`config.mk`:
```
export PLATFORM = sky130hd
export DESIGN_NAME = imem_fetch_pipe_flat
export DESIGN_NICKNAME = d
export VERILOG_FILES = /design/src/rtl/imem_fetch_pipe_if.sv /design/src/rtl/imem_fetch_pipe.sv /design/src/flat_wrapper.sv
export SDC_FILE = /design/constraint.sdc
export NUM_CORES = 2
export LEC_CHECK = 0
export CORE_MARGIN = 5
export CORE_UTILIZATION = 66
export CTS_CLUSTER_DIAMETER = 150
export DETAILED_ROUTE_END_ITERATION = 7
export PLACE_DENSITY_LB_ADDON = 0.15
export SYNTH_ARGS = -nofsm -noshare
export SYNTH_HDL_FRONTEND = slang
export SYNTH_SLANG_ARGS = --single-unit
```
`constraint.sdc`:
```
create_clock -name clk -period 4.19 [get_ports clk]
set_input_delay 0.419 -clock clk [delete_from_list [all_inputs] [get_ports clk]]
set_output_delay 0.419 -clock clk [all_outputs]
set_load 0.05 [all_outputs]
```
`src/rtl/imem_fetch_pipe_if.sv`:
```
// Fetch-port bundle between the fetch stage (master) and the instruction memory (slave).
// The request side carries a byte PC. The response side returns the instruction, its PC
// and a fault flag.
interface imem_fetch_pipe_if #(
    parameter int unsigned DATA_W = 32,
    parameter int unsigned PC_W   = 32
);
    logic              req_valid;
    logic              req_ready;
    logic [PC_W-1:0]   req_pc;
    logic              rsp_valid;
    logic              rsp_ready;
    logic [DATA_W-1:0] rsp_instr;
    logic [PC_W-1:0]   rsp_pc;
    logic              rsp_fault;

    // Fetch stage side
    modport master (
        output req_valid,
        output req_pc,
        output rsp_ready,
        input  req_ready,
        input  rsp_valid,
        input  rsp_instr,
        input  rsp_pc,
        input  rsp_fault
    );

    // Instruction memory side
    modport slave (
        input  req_valid,
        input  req_pc,
        input  rsp_ready,
        output req_ready,
        output rsp_valid,
        output rsp_instr,
        output rsp_pc,
        output rsp_fault
    );
endinterface

```
`src/rtl/imem_fetch_pipe.sv`:
```
// Instruction memory with a READ_LAT-deep, flow-controlled fetch pipeline.
// The array is read when a request is accepted. The result then travels through
// READ_LAT register stages. The last stage drives the response outputs.
// Word loads take priority over fetches. Flush drops everything that is in flight.
module imem_fetch_pipe #(
    parameter int unsigned       DATA_W   = 32,
    parameter int unsigned       DEPTH    = 64,
    parameter int unsigned       PC_W     = 32,
    parameter int unsigned       READ_LAT = 1,
    parameter logic [DATA_W-1:0] NOP_WORD = '0
) (
    input  logic                     clk,
    input  logic                     rst_n,
    imem_fetch_pipe_if.slave         bus,
    input  logic                     flush,
    input  logic                     ld_en,
    input  logic [$clog2(DEPTH)-1:0] ld_addr,
    input  logic [DATA_W-1:0]        ld_data
);

    localparam int unsigned IdxW = $clog2(DEPTH);

    // Instruction storage; deliberately not reset, contents come from the load port.
    logic [DATA_W-1:0] mem_q [DEPTH];

    // Pipeline stage state, index READ_LAT-1 is the output stage.
    logic [READ_LAT-1:0] valid_q, valid_d;
    logic [READ_LAT-1:0] fault_q, fault_d;
    logic [DATA_W-1:0]   instr_q [READ_LAT];
    logic [DATA_W-1:0]   instr_d [READ_LAT];
    logic [PC_W-1:0]     pc_q    [READ_LAT];
    logic [PC_W-1:0]     pc_d    [READ_LAT];

    logic              stall;
    logic              req_ready;
    logic              accept;
    logic [IdxW-1:0]   rd_idx;
    logic              rd_fault;
    logic [DATA_W-1:0] rd_instr;

    assign bus.rsp_valid = valid_q[READ_LAT-1];
    assign bus.rsp_fault = fault_q[READ_LAT-1];
    assign bus.rsp_instr = instr_q[READ_LAT-1];
    assign bus.rsp_pc    = pc_q[READ_LAT-1];
    assign bus.req_ready = req_ready;

    // Handshake and array read for the request presented this cycle.
    always_comb begin
        stall     = valid_q[READ_LAT-1] & ~bus.rsp_ready;
        // Loads and flushes take the cycle; the output stage must be free to move.
        req_ready = ~stall & ~ld_en & ~flush & rst_n;
        accept    = bus.req_valid & req_ready;
        rd_idx    = bus.req_pc[IdxW+1:2];
        // Any PC bit above the word index means the PC is beyond the array.
        rd_fault  = (bus.req_pc[1:0] != 2'b00) || ((bus.req_pc >> (IdxW + 2)) != '0);
        rd_instr  = rd_fault ? NOP_WORD : mem_q[rd_idx];
    end

    // Next state of the pipeline: flush clears, stall holds, otherwise shift by one.
    always_comb begin
        valid_d = valid_q;
        fault_d = fault_q;
        instr_d = instr_q;
        pc_d    = pc_q;
        if (flush) begin
            valid_d = '0;
        end else if (!stall) begin
            valid_d[0] = accept;
            if (accept) begin
                fault_d[0] = rd_fault;
                instr_d[0] = rd_instr;
                pc_d[0]    = bus.req_pc;
            end
            for (int unsigned i = 1; i < READ_LAT; i++) begin
                valid_d[i] = valid_q[i-1];
                fault_d[i] = fault_q[i-1];
                instr_d[i] = instr_q[i-1];
                pc_d[i]    = pc_q[i-1];
            end
        end
    end

    // Pipeline registers; reset drops every in-flight fetch immediately.
    always_ff @(posedge clk or negedge rst_n) begin
        if (!rst_n) begin
            valid_q <= '0;
            fault_q <= '0;
            for (int unsigned i = 0; i < READ_LAT; i++) begin
                instr_q[i] <= '0;
                pc_q[i]    <= '0;
            end
        end else begin
            valid_q <= valid_d;
            fault_q <= fault_d;
            instr_q <= instr_d;
            pc_q    <= pc_d;
        end
    end

    // Program load port; runs regardless of stall or flush.
    always_ff @(posedge clk) begin
        if (ld_en) begin
            mem_q[ld_addr] <= ld_data;
        end
    end

endmodule
```
`src/flat_wrapper.sv`:
```
// flat-port wrapper written by rule: the top's interface ports become plain ports
module imem_fetch_pipe_flat 
#(
    parameter int unsigned       DATA_W   = 32,
    parameter int unsigned       DEPTH    = 64,
    parameter int unsigned       PC_W     = 32,
    parameter int unsigned       READ_LAT = 1,
    parameter logic [DATA_W-1:0] NOP_WORD = '0
)
  (clk, rst_n, flush, ld_en, ld_addr, ld_data, bus_req_valid, bus_req_pc, bus_rsp_ready, bus_req_ready, bus_rsp_valid, bus_rsp_instr, bus_rsp_pc, bus_rsp_fault);
  imem_fetch_pipe_if #(.DATA_W(DATA_W), .PC_W(PC_W)) bus_i ();
  input  logic clk;
  input  logic rst_n;
  input  logic flush;
  input  logic ld_en;
  input  logic [$clog2(DEPTH)-1:0] ld_addr;
  input  logic [DATA_W-1:0] ld_data;
  input wire logic [$bits(bus_i.req_valid)-1:0] bus_req_valid;
  input wire logic [$bits(bus_i.req_pc)-1:0] bus_req_pc;
  input wire logic [$bits(bus_i.rsp_ready)-1:0] bus_rsp_ready;
  output wire logic [$bits(bus_i.req_ready)-1:0] bus_req_ready;
  output wire logic [$bits(bus_i.rsp_valid)-1:0] bus_rsp_valid;
  output wire logic [$bits(bus_i.rsp_instr)-1:0] bus_rsp_instr;
  output wire logic [$bits(bus_i.rsp_pc)-1:0] bus_rsp_pc;
  output wire logic [$bits(bus_i.rsp_fault)-1:0] bus_rsp_fault;
  assign bus_i.req_valid = bus_req_valid;
  assign bus_i.req_pc = bus_req_pc;
  assign bus_i.rsp_ready = bus_rsp_ready;
  assign bus_req_ready = bus_i.req_ready;
  assign bus_rsp_valid = bus_i.rsp_valid;
  assign bus_rsp_instr = bus_i.rsp_instr;
  assign bus_rsp_pc = bus_i.rsp_pc;
  assign bus_rsp_fault = bus_i.rsp_fault;
  imem_fetch_pipe #(.DATA_W(DATA_W), .DEPTH(DEPTH), .PC_W(PC_W), .READ_LAT(READ_LAT), .NOP_WORD(NOP_WORD)) u_core (.clk(clk), .rst_n(rst_n), .bus(bus_i), .flush(flush), .ld_en(ld_en), .ld_addr(ld_addr), .ld_data(ld_data));
endmodule
```
==> run metrics <==
number of nets in the synthesized netlist=4070; average wire per standard cell=~36 um; cell count along the critical path=3; part of the Yosys area used for sequential elements=77.4%; clock slew at reported path FFs=60 ps; number of fillers in the final layout=6725; power density normalized to cell area=~470 mW/mm^2; transition time at the pin with the least slew margin=approximately 1300 ps; DP HPWL=about 140000 um; PortBufs=about 140; total leakage power=slightly above 30 nW; arrival time of the worst setup path=around 2800 ps; Post-Syn Instances=3994; average footprint of a synthesized cell=just over 20 sq um; most frequent cells in the layout=sky130_fd_sc_hd__edfxtp_1, sky130_fd_sc_hd__mux2i_1, sky130_fd_sc_hd__mux4_2; post-detailed-routing wire length=224000 um; period utilization=around three quarters; Slew headroom=~13%; sequential fraction of design power=53.3%; first-pass GRT wire length=approximately 320000 um; Die Span Y=362 um; clock tree from TritonCTS=done; worst hold path stage count=1; Initial Util=66.2%; worst-case hold slack=108 ps; worst ir drop on vdd=0.000620 V; via count of the first global-routing pass=42210; required time at the worst-slack endpoint=between 3000 and 4000 ps; FF-to-FF End=u_core.bus.rsp_instr[17]; clock insertion delay at the later pin of the skew report=around 840 ps; outcome=finished, final reports clean; Sink Count=2114; TritonCTS Buffers=198; Final Skew=32.4 ps; worst hold-check path type=primary input to register; main flop type after synthesis=sky130_fd_sc_hd__edfxtp_1; PostCTS Resize Cnt=0; most common cell after layout, fill and taps aside=sky130_fd_sc_hd__edfxtp_1; vias=around 44000; post-synthesis cell type count=46; Post-synth EDFFs=just over 2000; GR Util All Layers=34.3%; Slowest Stage Delay on Critical Path=890 ps; maximum clock rate=310 MHz; overall overflow remaining after global route=0; proportion of power drawn by combinational gates=roughly 6.3%; Synthesis Warnings=0; root buf cell=sky130_fd_sc_hd__clkbuf_16; RSZ-0062 raised after global routing=no; worst setup path category=register to output pin; Startpoint Class=register; number of buffer and inverter instances along the worst setup path=1; Detailed Route Iter0 Violations=7464; switching power as a share of total power=21.7%; row count=129; crit path to=bus_req_ready; standard cell with the maximum stage delay on the critical path=sky130_fd_sc_hd__clkdlybuf4s50_1; Final setup violation count=0; # hold bufs at CTS=4; number of levels in the clock H-tree=4; r2r worst-path depth=6; number of DRC violations after detailed routing=0; area fraction of the dominant cell type after synthesis=75.3%; die footprint=0.131 sq mm; sum of negative setup slack=0 ps; fin crit period=roughly 3200 ps; sw power=9.55 mW; number of storage elements in the synthesis netlist=2114; Total Nets Final=around 4400; max-slew violations=0; number of ports placed on the die boundary=143; CTS Buffer Depth=3; top area cells in the synthesized netlist=sky130_fd_sc_hd__edfxtp_1, sky130_fd_sc_hd__mux4_2, sky130_fd_sc_hd__mux2i_1; global-route track usage on met3=9.02%; startpoint of the worst register-to-register path=u_core.bus.rsp_valid; async set-reset flop share out of synthesis=3.12%; Critical path origin=u_core.bus.rsp_valid; Syn-to-layout area delta=13.8%; Pint=between 30 and 40 mW; count of antenna-violating nets left after detailed routing=0; first-pass detailed-route iteration total=8; kind of end point of the critical path=output pin; met2 track demand over resource in global routing=51.7%; Vias/cell=7.10; antenna violations before repair=26; Top Usage Layer GRT=met2; highest net fanout along the worst path=3; pin count of the biggest net entering global routing=70; worst reg2reg setup slack=approximately 1700 ps; met1 usage in global routing=49.7%; fraction of layout instances using a drive strength above 1=22.6%; buffer count from post-CTS setup fixing=0; count of maximum capacitance violations=0; largest area contributor in the netlist=sky130_fd_sc_hd__edfxtp_1; weighted congestion at the end of routability-driven global placement=0.896; die outline width=362 um; dominant delay contributor by cell family on the critical path=buffers and inverters; cell area after technology mapping=0.0816 sq mm; Clock power frac=40.4%; worst path cell trace=nand2b_1, and3_1, clkdlybuf4s50_1; core area=0.123 sq mm; Hold Fails Final Rpt=0
==> how the worst min path moves through the flow <==
stage / slack [ps] / from / end
floorplan: 120 / rst_n / u_core.bus.rsp_fault
global placement: 490 / u_core.bus.rsp_pc[12] / u_core.bus.rsp_pc[12]
detailed placement: 490 / u_core.bus.rsp_pc[1] / u_core.bus.rsp_pc[1]
CTS: 50 / ld_data[30] / u_core.mem_q[8][30]
global route: 100 / ld_data[30] / u_core.mem_q[10][30]
finish: 110 / ld_data[4] / u_core.mem_q[52][4]
==> synthesized netlist by cell type (32+ instances only) <==
| cell | count |
|---|---|
| sky130_fd_sc_hd__buf_2 | 83 |
| sky130_fd_sc_hd__edfxtp_1 | 2048 |
| sky130_fd_sc_hd__nand2_1 | 77 |
| sky130_fd_sc_hd__a211oi_1 | 32 |
| sky130_fd_sc_hd__o41ai_2 | 32 |
| sky130_fd_sc_hd__o221ai_1 | 32 |
| sky130_fd_sc_hd__mux2i_1 | 505 |
| sky130_fd_sc_hd__dfrtp_1 | 66 |
| sky130_fd_sc_hd__mux2_2 | 94 |
| sky130_fd_sc_hd__buf_4 | 42 |
| sky130_fd_sc_hd__clkbuf_1 | 83 |
| sky130_fd_sc_hd__mux4_2 | 261 |
| sky130_fd_sc_hd__a22oi_1 | 64 |
| sky130_fd_sc_hd__nand3_1 | 38 |
| sky130_fd_sc_hd__nor2_1 | 165 |
| sky130_fd_sc_hd__a211o_1 | 63 |
| sky130_fd_sc_hd__o22ai_1 | 123 |
==> per-stage QoR <==
stage | utilization, % | area (sq um) | setup slack, ps | power [mW] | std cells
after global placement | 70.1 | 86400 | 703 | 26.6 | 5764
final | 75.3 | 92900 | 968 | 44.0 | 6147
after CTS | 75.3 | 92900 | 909 | 44.1 | 6140
after detailed placement | 70.1 | 86400 | 695 | 26.6 | 5764
after global routing | 75.3 | 92900 | 917 | 45.2 | 6141
after floorplan | - | 81600 | 611 | 25.3 | 3994
==> registers in the layout (all words and copies together), names as in the netlist <==
signal                flops
u_core.bus.rsp_valid      1
u_core.bus.rsp_instr     32
u_core.mem_q           2048
u_core.bus.rsp_pc        32
u_core.bus.rsp_fault      1
==> power groups by stage <==
stage	registers [mW]	clock network (mW)	logic (mW)
floorplan	24.1	0	1.20
global placement	23.9	0	2.67
detailed placement	23.9	0	2.71
CTS	23.5	17.9	2.73
global route	23.5	18.9	2.85
finish	23.5	17.8	2.76
==> final cells by class <==
cell class / count / area, sq um / area share, %
tap: 1637 / 2050 / 2.21
antenna: 7 / 17.5 / 0.0189
sequential: 2114 / 63200 / 68.0
clock inverter: 106 / 973 / 1.05
clock buffer: 266 / 5460 / 5.88
timing repair buffer: 381 / 3590 / 3.86
multi-input combinational: 1636 / 17700 / 19.0
==> routing by layer <==
| layer | vias to the layer above | part of all wire (%) |
|---|---|---|
| li1 | 17275 | - |
| met1 | 22397 | 36 |
| met2 | 3471 | 46 |
| met3 | 513 | 14 |
| met4 | 10 | 4.4 |
| met5 | - | 0.030 |
==> cells by family (layout without fill, tap and decap cells) <==
family                 after synthesis  after routing  synth area share [%]
buffers and inverters              244            753                  1.64
other                                0              7                     0
DFF                               2114           2114                  77.4
muxes                              860            860                  14.7
and+or+nand+nor                    332            332                  1.78
AOI/OAI and AO/OA                  444            444                  4.54
(Power assumes the default switching activity.)
